<file path="src/rtl/pdm_pkg.sv">
// rtl/pdm_pkg.sv - shared sizing helpers for the PDM amplitude meter
package pdm_pkg;

   // Ceiling log2; clog2(1) is 0.
   function automatic int clog2(input int value);
      int result;
      result = 0;
      while ((1 << result) < value) begin
         result = result + 1;
      end
      return result;
   endfunction

   // Bits needed to hold 0..max_value, never less than one.
   function automatic int width_for(input int max_value);
      int w;
      w = clog2(max_value + 1);
      return (w < 1) ? 1 : w;
   endfunction

   // Window depth N.
   function automatic int win_size(input int log2_win);
      return 1 << log2_win;
   endfunction

   // Mid-scale N/2, the zero-amplitude point of the ones count.
   function automatic int mid_scale(input int log2_win);
      return 1 << (log2_win - 1);
   endfunction

   // Ones count spans 0..N inclusive, so it needs one bit more than the pointer.
   function automatic int cnt_w(input int log2_win);
      return log2_win + 1;
   endfunction

   // Offset from mid-scale spans 0..N/2.
   function automatic int amp_w(input int log2_win);
      return log2_win;
   endfunction

endpackage

</file>
<file path="src/rtl/pdm_amp_meter_if.sv">
// rtl/pdm_amp_meter_if.sv - sample input and meter output bundle
interface pdm_amp_meter_if
   import pdm_pkg::*;
#(
   parameter int LOG2_WIN = 7
);
   logic                          sample_en_i;
   logic                          M_DATA;
   logic                          clear_peak_i;
   logic [cnt_w(LOG2_WIN)-1:0]    count_o;
   logic [amp_w(LOG2_WIN)-1:0]    amp_o;
   logic [amp_w(LOG2_WIN)-1:0]    peak_o;
   logic                          valid_o;
   logic                          filled_o;

   modport master (
      output sample_en_i, M_DATA, clear_peak_i,
      input  count_o, amp_o, peak_o, valid_o, filled_o
   );

   modport slave (
      input  sample_en_i, M_DATA, clear_peak_i,
      output count_o, amp_o, peak_o, valid_o, filled_o
   );
endinterface

</file>
<file path="src/rtl/pdm_window_counter.sv">
// rtl/pdm_window_counter.sv - sliding-window ones counter with fill tracking
module pdm_window_counter
   import pdm_pkg::*;
#(
   parameter int LOG2_WIN = 7
) (
   input  logic              clk,
   input  logic              rst_ni,
   input  logic              sample_en_i,
   input  logic              data_i,
   output logic [LOG2_WIN:0] count_o,
   output logic [LOG2_WIN:0] count_next_o,
   output logic              filled_o,
   output logic              filled_next_o
);
   localparam int N     = win_size(LOG2_WIN);
   localparam int CNT_W = cnt_w(LOG2_WIN);
   localparam logic [CNT_W-1:0] FULL = CNT_W'(N);

   logic [N-1:0]        win_q,   win_d;
   logic [LOG2_WIN-1:0] wptr_q,  wptr_d;
   logic [CNT_W-1:0]    count_q, count_d;
   logic [CNT_W-1:0]    fill_q,  fill_d;
   logic                old_bit;

   // Replace the oldest bit with the new one and adjust the count by the difference.
   always_comb begin
      win_d   = win_q;
      wptr_d  = wptr_q;
      count_d = count_q;
      fill_d  = fill_q;
      old_bit = win_q[wptr_q];
      if (sample_en_i) begin
         win_d[wptr_q] = data_i;
         wptr_d        = wptr_q + LOG2_WIN'(1);
         count_d       = count_q - CNT_W'(old_bit) + CNT_W'(data_i);
         if (fill_q != FULL) begin
            fill_d = fill_q + CNT_W'(1);
         end
      end
   end

   // Window state; reset discards all history.
   always_ff @(posedge clk or negedge rst_ni) begin
      if (!rst_ni) begin
         win_q   <= '0;
         wptr_q  <= '0;
         count_q <= '0;
         fill_q  <= '0;
      end else begin
         win_q   <= win_d;
         wptr_q  <= wptr_d;
         count_q <= count_d;
         fill_q  <= fill_d;
      end
   end

   assign count_o       = count_q;
   assign count_next_o  = count_d;
   assign filled_o      = (fill_q == FULL);
   assign filled_next_o = (fill_d == FULL);
endmodule

</file>
<file path="src/rtl/pdm_amp_meter.sv">
// rtl/pdm_amp_meter.sv - PDM amplitude meter with decimated output and peak hold
module pdm_amp_meter
   import pdm_pkg::*;
#(
   parameter int LOG2_WIN    = 7,
   parameter int DECIM       = 4,
   parameter int HOLD        = 64,
   parameter int DECAY_SHIFT = 3
) (
   input  logic            M_CLK,
   input  logic            rst_ni,
   pdm_amp_meter_if.slave  bus
);
   localparam int CNT_W  = cnt_w(LOG2_WIN);
   localparam int AMP_W  = amp_w(LOG2_WIN);
   localparam int DEC_W  = width_for(DECIM - 1);
   localparam int HOLD_W = width_for(HOLD);
   localparam logic [CNT_W-1:0]  MID       = CNT_W'(mid_scale(LOG2_WIN));
   localparam logic [DEC_W-1:0]  DEC_LAST  = DEC_W'(DECIM - 1);
   localparam logic [HOLD_W-1:0] HOLD_LOAD = HOLD_W'(HOLD);

   logic [CNT_W-1:0]  win_count;
   logic [CNT_W-1:0]  win_count_next;
   logic              win_filled;
   logic              win_filled_next;
   logic [AMP_W-1:0]  off_next;
   logic              accept;
   logic              tick;
   logic [AMP_W-1:0]  step;
   logic [AMP_W-1:0]  decayed;

   logic [DEC_W-1:0]  dec_q,   dec_d;
   logic [AMP_W-1:0]  amp_q,   amp_d;
   logic              valid_q, valid_d;
   logic [AMP_W-1:0]  peak_q,  peak_d;
   logic [HOLD_W-1:0] hold_q,  hold_d;

   pdm_window_counter #(
      .LOG2_WIN (LOG2_WIN)
   ) u_window (
      .clk           (M_CLK),
      .rst_ni        (rst_ni),
      .sample_en_i   (bus.sample_en_i),
      .data_i        (bus.M_DATA),
      .count_o       (win_count),
      .count_next_o  (win_count_next),
      .filled_o      (win_filled),
      .filled_next_o (win_filled_next)
   );

   // Only samples that leave the window full feed the decimator and the peak meter.
   assign accept = bus.sample_en_i && win_filled_next;

   // Absolute distance of the post-sample count from mid-scale.
   always_comb begin
      off_next = '0;
      if (win_count_next >= MID) begin
         off_next = AMP_W'(win_count_next - MID);
      end else begin
         off_next = AMP_W'(MID - win_count_next);
      end
   end

   // Decimation tick, latched amplitude and peak-hold/decay next state.
   always_comb begin
      dec_d   = dec_q;
      amp_d   = amp_q;
      valid_d = 1'b0;
      peak_d  = peak_q;
      hold_d  = hold_q;
      tick    = 1'b0;
      step    = '0;
      decayed = '0;
      if (accept) begin
         if (dec_q == DEC_LAST) begin
            tick  = 1'b1;
            dec_d = '0;
         end else begin
            dec_d = dec_q + DEC_W'(1);
         end
      end
      if (tick) begin
         amp_d   = off_next;
         valid_d = 1'b1;
      end
      if (bus.clear_peak_i) begin
         peak_d = '0;
         hold_d = '0;
      end else if (accept) begin
         if (off_next >= peak_q) begin
            peak_d = off_next;
            hold_d = HOLD_LOAD;
         end else if (hold_q != '0) begin
            hold_d = hold_q - HOLD_W'(1);
         end else if (peak_q != '0) begin
            // peak is strictly above off_next here, so the step never underflows
            step = peak_q >> DECAY_SHIFT;
            if (step == '0) begin
               step = AMP_W'(1);
            end
            decayed = peak_q - step;
            peak_d  = (decayed > off_next) ? decayed : off_next;
         end
      end
   end

   // Output and meter registers.
   always_ff @(posedge M_CLK or negedge rst_ni) begin
      if (!rst_ni) begin
         dec_q   <= '0;
         amp_q   <= '0;
         valid_q <= 1'b0;
         peak_q  <= '0;
         hold_q  <= '0;
      end else begin
         dec_q   <= dec_d;
         amp_q   <= amp_d;
         valid_q <= valid_d;
         peak_q  <= peak_d;
         hold_q  <= hold_d;
      end
   end

   assign bus.count_o  = win_count;
   assign bus.amp_o    = amp_q;
   assign bus.peak_o   = peak_q;
   assign bus.valid_o  = valid_q;
   assign bus.filled_o = win_filled;
endmodule
</file>
<file path="src/flat_wrapper.sv">
// flat-port wrapper written by rule: the top's interface ports become plain ports
module pdm_amp_meter_flat import pdm_pkg::*;
#(
   parameter int LOG2_WIN    = 7,
   parameter int DECIM       = 4,
   parameter int HOLD        = 64,
   parameter int DECAY_SHIFT = 3
)
  (M_CLK, rst_ni, bus_sample_en_i, bus_M_DATA, bus_clear_peak_i, bus_count_o, bus_amp_o, bus_peak_o, bus_valid_o, bus_filled_o);
  pdm_amp_meter_if #(.LOG2_WIN(LOG2_WIN)) bus_i ();
  input  logic M_CLK;
  input  logic rst_ni;
  input wire logic [$bits(bus_i.sample_en_i)-1:0] bus_sample_en_i;
  input wire logic [$bits(bus_i.M_DATA)-1:0] bus_M_DATA;
  input wire logic [$bits(bus_i.clear_peak_i)-1:0] bus_clear_peak_i;
  output wire logic [$bits(bus_i.count_o)-1:0] bus_count_o;
  output wire logic [$bits(bus_i.amp_o)-1:0] bus_amp_o;
  output wire logic [$bits(bus_i.peak_o)-1:0] bus_peak_o;
  output wire logic [$bits(bus_i.valid_o)-1:0] bus_valid_o;
  output wire logic [$bits(bus_i.filled_o)-1:0] bus_filled_o;
  assign bus_i.sample_en_i = bus_sample_en_i;
  assign bus_i.M_DATA = bus_M_DATA;
  assign bus_i.clear_peak_i = bus_clear_peak_i;
  assign bus_count_o = bus_i.count_o;
  assign bus_amp_o = bus_i.amp_o;
  assign bus_peak_o = bus_i.peak_o;
  assign bus_valid_o = bus_i.valid_o;
  assign bus_filled_o = bus_i.filled_o;
  pdm_amp_meter #(.LOG2_WIN(LOG2_WIN), .DECIM(DECIM), .HOLD(HOLD), .DECAY_SHIFT(DECAY_SHIFT)) u_core (.M_CLK(M_CLK), .rst_ni(rst_ni), .bus(bus_i));
endmodule
</file>
<file path="config.mk">
export PLATFORM = sky130hd
export DESIGN_NAME = pdm_amp_meter_flat
export DESIGN_NICKNAME = d
export VERILOG_FILES = /design/src/rtl/pdm_pkg.sv /design/src/rtl/pdm_amp_meter_if.sv /design/src/rtl/pdm_window_counter.sv /design/src/rtl/pdm_amp_meter.sv /design/src/flat_wrapper.sv
export SDC_FILE = /design/constraint.sdc
export NUM_CORES = 1
export LEC_CHECK = 0
export ABC_AREA = 1
export ABC_CLOCK_PERIOD_IN_PS = 14010
export CAP_MARGIN = 10
export CORE_UTILIZATION = 59
export CTS_CLUSTER_SIZE = 24
export DETAILED_ROUTE_END_ITERATION = 12
export MAX_ROUTING_LAYER = met4
export PLACE_DENSITY_LB_ADDON = 0.05
export SETUP_SLACK_MARGIN = 0.2
export SLEW_MARGIN = 15
export SYNTH_ARGS = -nofsm -noshare
export SYNTH_HDL_FRONTEND = slang
export SYNTH_SLANG_ARGS = --single-unit
</file>
<file path="constraint.sdc">
create_clock -name M_CLK -period 14.01 [get_ports M_CLK]
set_input_delay 2.802 -clock M_CLK [delete_from_list [all_inputs] [get_ports M_CLK]]
set_output_delay 2.802 -clock M_CLK [all_outputs]
set_load 0.1 [all_outputs]
</file>
### Word-level counts from Yosys, hierarchy flattened

Index checks and enable logic that the tools add are counted.

| storage, ports and cells | value |
|---|---|
| bits in registers | 175 |
| latch bits | 0 |
| bits in writable memories | 0 |
| ROM bits | 0 |
| input bits | 5 |
| output and inout bits | 24 |
| logic and storage cells | 67 |
| memories kept | 0 |

| cells by class | value |
|---|---|
| add/sub/neg operators | 9 |
| multiply operators | 0 |
| div/mod/pow operators | 0 |
| order comparisons | 5 |
| eq/ne operators | 5 |
| shifts and indexed selects | 0 |
| mux-type cells | 29 |
| bitwise logic cells | 0 |
| reductions and logical operators | 10 |

Operators by type and width:

| kind | number |
|---|---|
| bitwise mux 128 bit | 1 |
| two-way mux 7 bit | 16 |
| two-way mux 8 bit | 3 |
| == test 8 bit, second input constant | 2 |
| nonzero test 7 bit | 2 |
| adder 8 x 1 -> 8 bit | 1 |
| adder 8 x 1 -> 8 bit, second input constant | 1 |
| >= comparator 8 x 7 -> 1 bit, second input constant | 1 |
| < comparator 7 x 8 -> 1 bit, second input constant | 1 |
| != test 8 bit, second input constant | 1 |
| subtractor 8 x 1 -> 8 bit | 1 |
| adder 7 x 1 -> 7 bit, second input constant | 1 |
| binary-select mux 1 bit (select 7 bit) | 1 |
| demux 1 bit (select 7 bit) | 1 |
| >= comparator 7 x 1 -> 1 bit, second input constant | 1 |
| >= comparator 7 bit | 1 |
| > comparator 7 bit | 1 |
| logical NOT 7 bit | 1 |
| subtractor 7 x 1 -> 7 bit, second input constant | 1 |
| subtractor 7 bit | 1 |
| subtractor 7 bit, first input constant | 1 |
| subtractor 7 bit, second input constant | 1 |
| nonzero test 3 bit | 2 |
| two-way mux 1 bit | 5 |
| other kinds (9) | 10 |

### Logic depth before layout (Yosys ltp)

| logic depth | value |
|---|---|
| depth after elaboration | 19 |
| mapped depth | 39 |
| gate-level depth less buffers | 38 |

### By module

From an unflattened synthesis, not the netlist that was laid out.

| second synthesis, totals | value |
|---|---|
| cells, all modules | 1374 |
| area total of the unflattened synthesis | 10244.8 µm² |

Modules (own cells, without submodules):

| module | instances | cells each | area each (µm²) | seq. area each (µm²) |
|---|---|---|---|---|
| pdm_window_counter | 1 | 1096 | 8280.4 | 3778.6 |
| pdm_amp_meter | 1 | 278 | 1964.4 | 600.6 |

### Worst setup path after synthesis

OpenSTA, ideal clock, no wires.

| path | value |
|---|---|
| path kind | input-to-reg |
| start point | in bus_M_DATA |
| end point | reg u_core.peak_q[6] (netlist: u_core.bus.peak_o[6]) |
| setup time | 123 ps |
| arrival time | 5897 ps |
| data required time | 13887 ps |
| slack | 7991 ps |
| stages on the path | 22 |
| path buffers | 0 |
| path through | ha_1 > fa_1 > nand2_1 > inv_1 > nor2_1 > ha_1 > inv_1 > nor2_1 > nand3_1 > nand2_1 > nand2_1 > nand2_1 > inv_1 > ha_1 > a21oi_1 > o21a_1 > nand3_1 > o31ai_4 > or2_0 > clkinv_2 > nand2_1 > o21ai_2 |

| between the ends | value |
|---|---|
| word-level cells in the longest chain between the ends | 11 |
| elaborated cells on any way between the ends | 17 |
| those cells by class | add/sub (3); order compare (3); eq/ne (1); mux (8); reduce/logical (2) |

RTL lines:

| element | RTL line | source |
|---|---|---|
| from (decl) | flat_wrapper.sv:14 | `input wire logic [$bits(bus_i.M_DATA)-1:0] bus_M_DATA;` |
| adder 8 x 1 -> 8 bit * | pdm_window_counter.sv:36 | `count_d = count_q - CNT_W'(old_bit) + CNT_W'(data_i);` |
| two-way mux 8 bit * | pdm_window_counter.sv:33 | `if (sample_en_i) begin` |
| subtractor 7 bit (tied with other cells) | pdm_amp_meter.sv:60 | `off_next = AMP_W'(MID - win_count_next);` |
| two-way mux 7 bit * | pdm_amp_meter.sv:57 | `if (win_count_next >= MID) begin` |
| > comparator 7 bit | pdm_amp_meter.sv:102 | `peak_d = (decayed > off_next) ? decayed : off_next;` |
| two-way mux 7 bit | pdm_amp_meter.sv:102 |  |
| two-way mux 7 bit | pdm_amp_meter.sv:95 | `end else if (peak_q != '0) begin` |
| two-way mux 7 bit | pdm_amp_meter.sv:93 | `end else if (hold_q != '0) begin` |
| two-way mux 7 bit | pdm_amp_meter.sv:90 | `if (off_next >= peak_q) begin` |
| two-way mux 7 bit | pdm_amp_meter.sv:89 | `end else if (accept) begin` |
| two-way mux 7 bit | pdm_amp_meter.sv:86 | `if (bus.clear_peak_i) begin` |
| to (signal assigned) | pdm_amp_meter.sv:119 | `peak_q <= peak_d;` |
| to (decl) | pdm_amp_meter.sv:35 | `logic [AMP_W-1:0] peak_q, peak_d;` |

Every way passes the cells marked *; elsewhere a longest branch is shown, timed or not. The select of a mux whose other input is x is not followed.
A chain may end at the register's enable or synchronous reset.

### Final worst setup path

| path | value |
|---|---|
| start point | reg u_core.u_window.wptr_q[0] |
| end point | reg u_core.peak_q[2] (netlist: u_core.bus.peak_o[2]) |

| between the ends | value |
|---|---|
| word-level cells in the longest chain between the ends | 14 |
| elaborated cells on any way between the ends | 20 |
| those cells by class | add/sub (4); order compare (3); eq/ne (1); mux (10); reduce/logical (2) |

RTL lines:

| element | RTL line | source |
|---|---|---|
| from (decl) | pdm_window_counter.sv:21 | `logic [LOG2_WIN-1:0] wptr_q, wptr_d;` |
| from (signal assigned) | pdm_window_counter.sv:52 | `wptr_q <= wptr_d;` |
| binary-select mux 1 bit (select 7 bit) * | pdm_window_counter.sv:32 | `old_bit = win_q[wptr_q];` |
| two-way mux 1 bit (not written as such) * | pdm_window_counter.sv:32 |  |
| subtractor 8 x 1 -> 8 bit * | pdm_window_counter.sv:36 |  |
| adder 8 x 1 -> 8 bit * | pdm_window_counter.sv:36 |  |
| two-way mux 8 bit * | pdm_window_counter.sv:33 |  |
| subtractor 7 bit (tied with other cells) | pdm_amp_meter.sv:60 |  |
| two-way mux 7 bit * | pdm_amp_meter.sv:57 |  |
| > comparator 7 bit | pdm_amp_meter.sv:102 |  |
| two-way mux 7 bit | pdm_amp_meter.sv:102 |  |
| two-way mux 7 bit | pdm_amp_meter.sv:95 |  |
| two-way mux 7 bit | pdm_amp_meter.sv:93 |  |
| two-way mux 7 bit | pdm_amp_meter.sv:90 |  |
| two-way mux 7 bit | pdm_amp_meter.sv:89 |  |
| two-way mux 7 bit | pdm_amp_meter.sv:86 |  |

Marked as above.

==> flow_summary.json <==
{
  "achievable_freq_mhz": 142,
  "globalRoute.busiestLayer": "met2",
  "clkSinkCount": 175,
  "synth.avg_cell_area_sq_um": 7.91,
  "detailedRoute.firstPassIterationCount": 5,
  "total_count_of_max_transition_violations_in_the_final_report": 0,
  "syn_inst": 1227,
  "grt_max_degree": 112,
  "grtUsageTotal_pct": 33.4,
  "globalRouteMet1Util_pct": 46.7,
  "ys_ff_latch": 175,
  "area_growth_syn_to_layout_pct": 10.4,
  "timing.final.crit_share_pct": 50.1,
  "timing.critical_path.arrival_ns": 7.35,
  "vdd_ir_drop_max_mv": 0.132,
  "drc_errors": 0,
  "fin_worst_skew_ns": 0.0120,
  "overflow": 0,
  "grt_first_pass_wirelength_mm": 41.8,
  "detail-route-antenna-nets": 0,
  "regToRegStartpoint": "u_core.u_window.wptr_q[0]",
  "worst_skew_pair.late_latency_ns": 0.44,
  "globalplace.congestion": 0.979,
  "globalRouteMet2Util_pct": 49.5,
  "drive_gt1_share_pct": 6.13,
  "place_hpwl_mm": 16.6,
  "timing.hold.ws_ns": 0.478,
  "vias_per_cell": 5.96,
  "hold_fails_final_rpt": 0,
  "dr_total_vias": 8684,
  "core_sq_mm": 0.0159,
  "regArea_sq_mm": 0.00438,
  "min_path_type": "reg2reg",
  "period_minus_slack_ns": 7.02,
  "routedWlPerCell_microns": 17.6,
  "cts-resized-gates": 0,
  "global_route.usage.met3_pct": 6.19,
  "cts.htree.levels": 4,
  "worstReg2RegEnd": "u_core.bus.peak_o[2]",
  "timing.hold.worst_endpoint": "u_core.u_window.win_q[13]",
  "critical-path-slowest-cell": "sky130_fd_sc_hd__fa_1",
  "synth.yosys.seq_area_share_pct": 45.1,
  "numPlacedInstances": 1425,
  "critical-path-top-cell-by-count": "sky130_fd_sc_hd__nand2_1",
  "totalWireLength_mm": 25.6,
  "timing.hold.worst.start": "u_core.u_window.win_q[13]",
  "synth-warning-count": 0,
  "required_ns": 14.34,
  "end_kind": "flip-flop",
  "cpPeakStageDelay_ns": 0.44,
  "critPathKind": "reg2reg",
  "worst_slew_pin_slew_ns": 1.02,
  "clock_root_buffer": "sky130_fd_sc_hd__clkbuf_16",
  "clock_tree.buffer_depth": 2,
  "fp-row-count": 46,
  "grt_antenna_before_repair": 0,
  "cts.hold.buffers_added": 0,
  "clk_pin_slew_worst_paths_ns": 0.07,
  "design.die.area_sq_mm": 0.0170,
  "max_cap_viol_count": 0,
  "fin_setup_tns_ns": 0,
  "cp_max_fo": 23,
  "drt-initial-drc-count": 971,
  "crit_path_start_kind": "flip-flop",
  "final-setup-viol-count": 0,
  "die_height_microns": 130,
  "worst_setup_slack_after_layout_ns": 6.99,
  "ys_async_sr_fraction_pct": 100,
  "reg2regPathDepth": 35,
  "outcome": "completed",
  "synth_cell_types": 48,
  "reg2reg_slack_ns": 6.99,
  "power_per_standard_cell_area_mw_per_mm2": 256,
  "synthesized_area_sq_mm": 0.00971,
  "postSynthNetCount": 1263,
  "tritoncts": "yes",
  "layout_commonest_cell": "sky130_fd_sc_hd__nand2_1",
  "fillerInstances": 1379,
  "postCtsSetupRepairBufs": 0,
  "cts_buffers": 17,
  "min_delay_path_depth": 2,
  "max_slew_margin_vs_limit_pct": 32.1,
  "first_global_vias": 8008,
  "synthFlopType": "sky130_fd_sc_hd__dfrtp_1",
  "post_synth_edffs": 0,
  "pre_cts_ws_ns": 6.78,
  "rsz0062_at_grt": "no",
  "port_buffers": 28,
  "nNetsFinal": 1264,
  "floorplan.io_pins": 29,
  "design_power_total_mw": 2.75,
  "finalNonFillerCells": 1456,
  "floorplan_die_width_microns": 130,
  "area_used_by_multi_input_combinational_logic_sq_mm": 0.00452,
  "layout_common_cells": "sky130_fd_sc_hd__nand2_1, sky130_fd_sc_hd__dfrtp_1, sky130_fd_sc_hd__inv_1",
  "leakagePower_nw": 5.31,
  "insertedDiodeCount": 0,
  "initial_core_util_pct": 60.9
}
sequential cells by signal, indices dropped and copies added, names as in the netlist:
signal / flops
u_core.u_window.wptr_q: 7
u_core.bus.amp_o: 7
u_core.u_window.fill_q: 8
u_core.hold_q: 7
u_core.bus.valid_o: 1
u_core.bus.peak_o: 7
u_core.u_window.win_q: 128
u_core.u_window.count_o: 8
u_core.dec_q: 2
report_power, final:
| group | internal (mW) | leakage, nW | switching [mW] |
|---|---|---|---|
| registers | 0.660 | 2.30 | 0.112 |
| clock network | 0.258 | 0.265 | 0.200 |
| logic | 0.466 | 2.74 | 1.05 |
critical path: cells and delay by family, from the launching register on:
family          cells  cell delay, ns
fa+ha+maj           5            1.50
compound gates      7            1.78
flops               1            0.37
simple gates       14            1.74
buf+inv             9            1.46
worst max path at each step:
stage / cells after the start / to / start
final: 35 / u_core.bus.peak_o[2] / u_core.u_window.wptr_q[0]
after global placement: 23 / u_core.bus.peak_o[5] / bus_M_DATA
after floorplan: 22 / u_core.bus.peak_o[6] / bus_M_DATA
after detailed placement: 23 / u_core.bus.peak_o[2] / bus_M_DATA
after global routing: 34 / u_core.bus.peak_o[2] / u_core.u_window.wptr_q[0]
after CTS: 35 / u_core.bus.peak_o[2] / u_core.u_window.wptr_q[0]
cells in the mapped netlist, drive strengths merged, types with 3 or more instances:
| cell type | count | area (sq um) |
|---|---|---|
| clkinv | 3 | 12.5 |
| buf | 8 | 47.5 |
| clkbuf | 56 | 210 |
| a22o | 8 | 70.1 |
| a21oi | 140 | 701 |
| xnor2 | 3 | 26.3 |
| o21ai | 49 | 253 |
| mux2i | 4 | 40.0 |
| a221oi | 11 | 96.3 |
| a31oi | 88 | 551 |
| ha | 29 | 363 |
| a41oi | 3 | 26.3 |
| or2 | 3 | 18.8 |
| nand2 | 221 | 840 |
| nand3 | 94 | 485 |
| inv | 148 | 561 |
| xor2 | 17 | 149 |
| nor2 | 109 | 414 |
| a22oi | 6 | 45.0 |
| nand4 | 19 | 125 |
| dfrtp | 175 | 4380 |
| nor3 | 8 | 56.3 |
| o211ai | 4 | 30.0 |
| o2111ai | 6 | 52.6 |
routing by layer:
metal / share of wire [%] / wire (microns)
met5: 0 / 0
met3: 7.7 / 1960
met4: 1.9 / 483
met1: 45 / 11500
met2: 45 / 11600
logic make-up after synthesis:
kind of cell               after synthesis  share of synthesized area [%]
AOI/OAI and AO/OA                      324                           19.6
DFF                                    175                           45.1
adders and majority gates               31                           4.15
xor gates and xnor gates                20                           1.80
and+or+nand+nor                        457                           20.2
muxes                                    5                          0.529
buffers and inverters                  215                           8.56
stage by stage:
stage / utilization [%] / instance area (sq um)
4_1_cts: 67.2 / 10700
5_1_grt: 67.2 / 10700
6_report: 67.2 / 10700
3_3_place_gp: 63.7 / 10200
3_5_place_dp: 63.7 / 10200
2_1_floorplan: - / 9710
final cells by class:
class                      instances  area share [%]
timing repair buffer              46            3.84
clock buffer                      23            4.46
tap                              216            2.52
sequential                       175            40.9
clock inverter                     8           0.782
inverter                         151            5.36
multi-input combinational        837            42.2
Note: power is estimated with default switching activity, not from simulation.
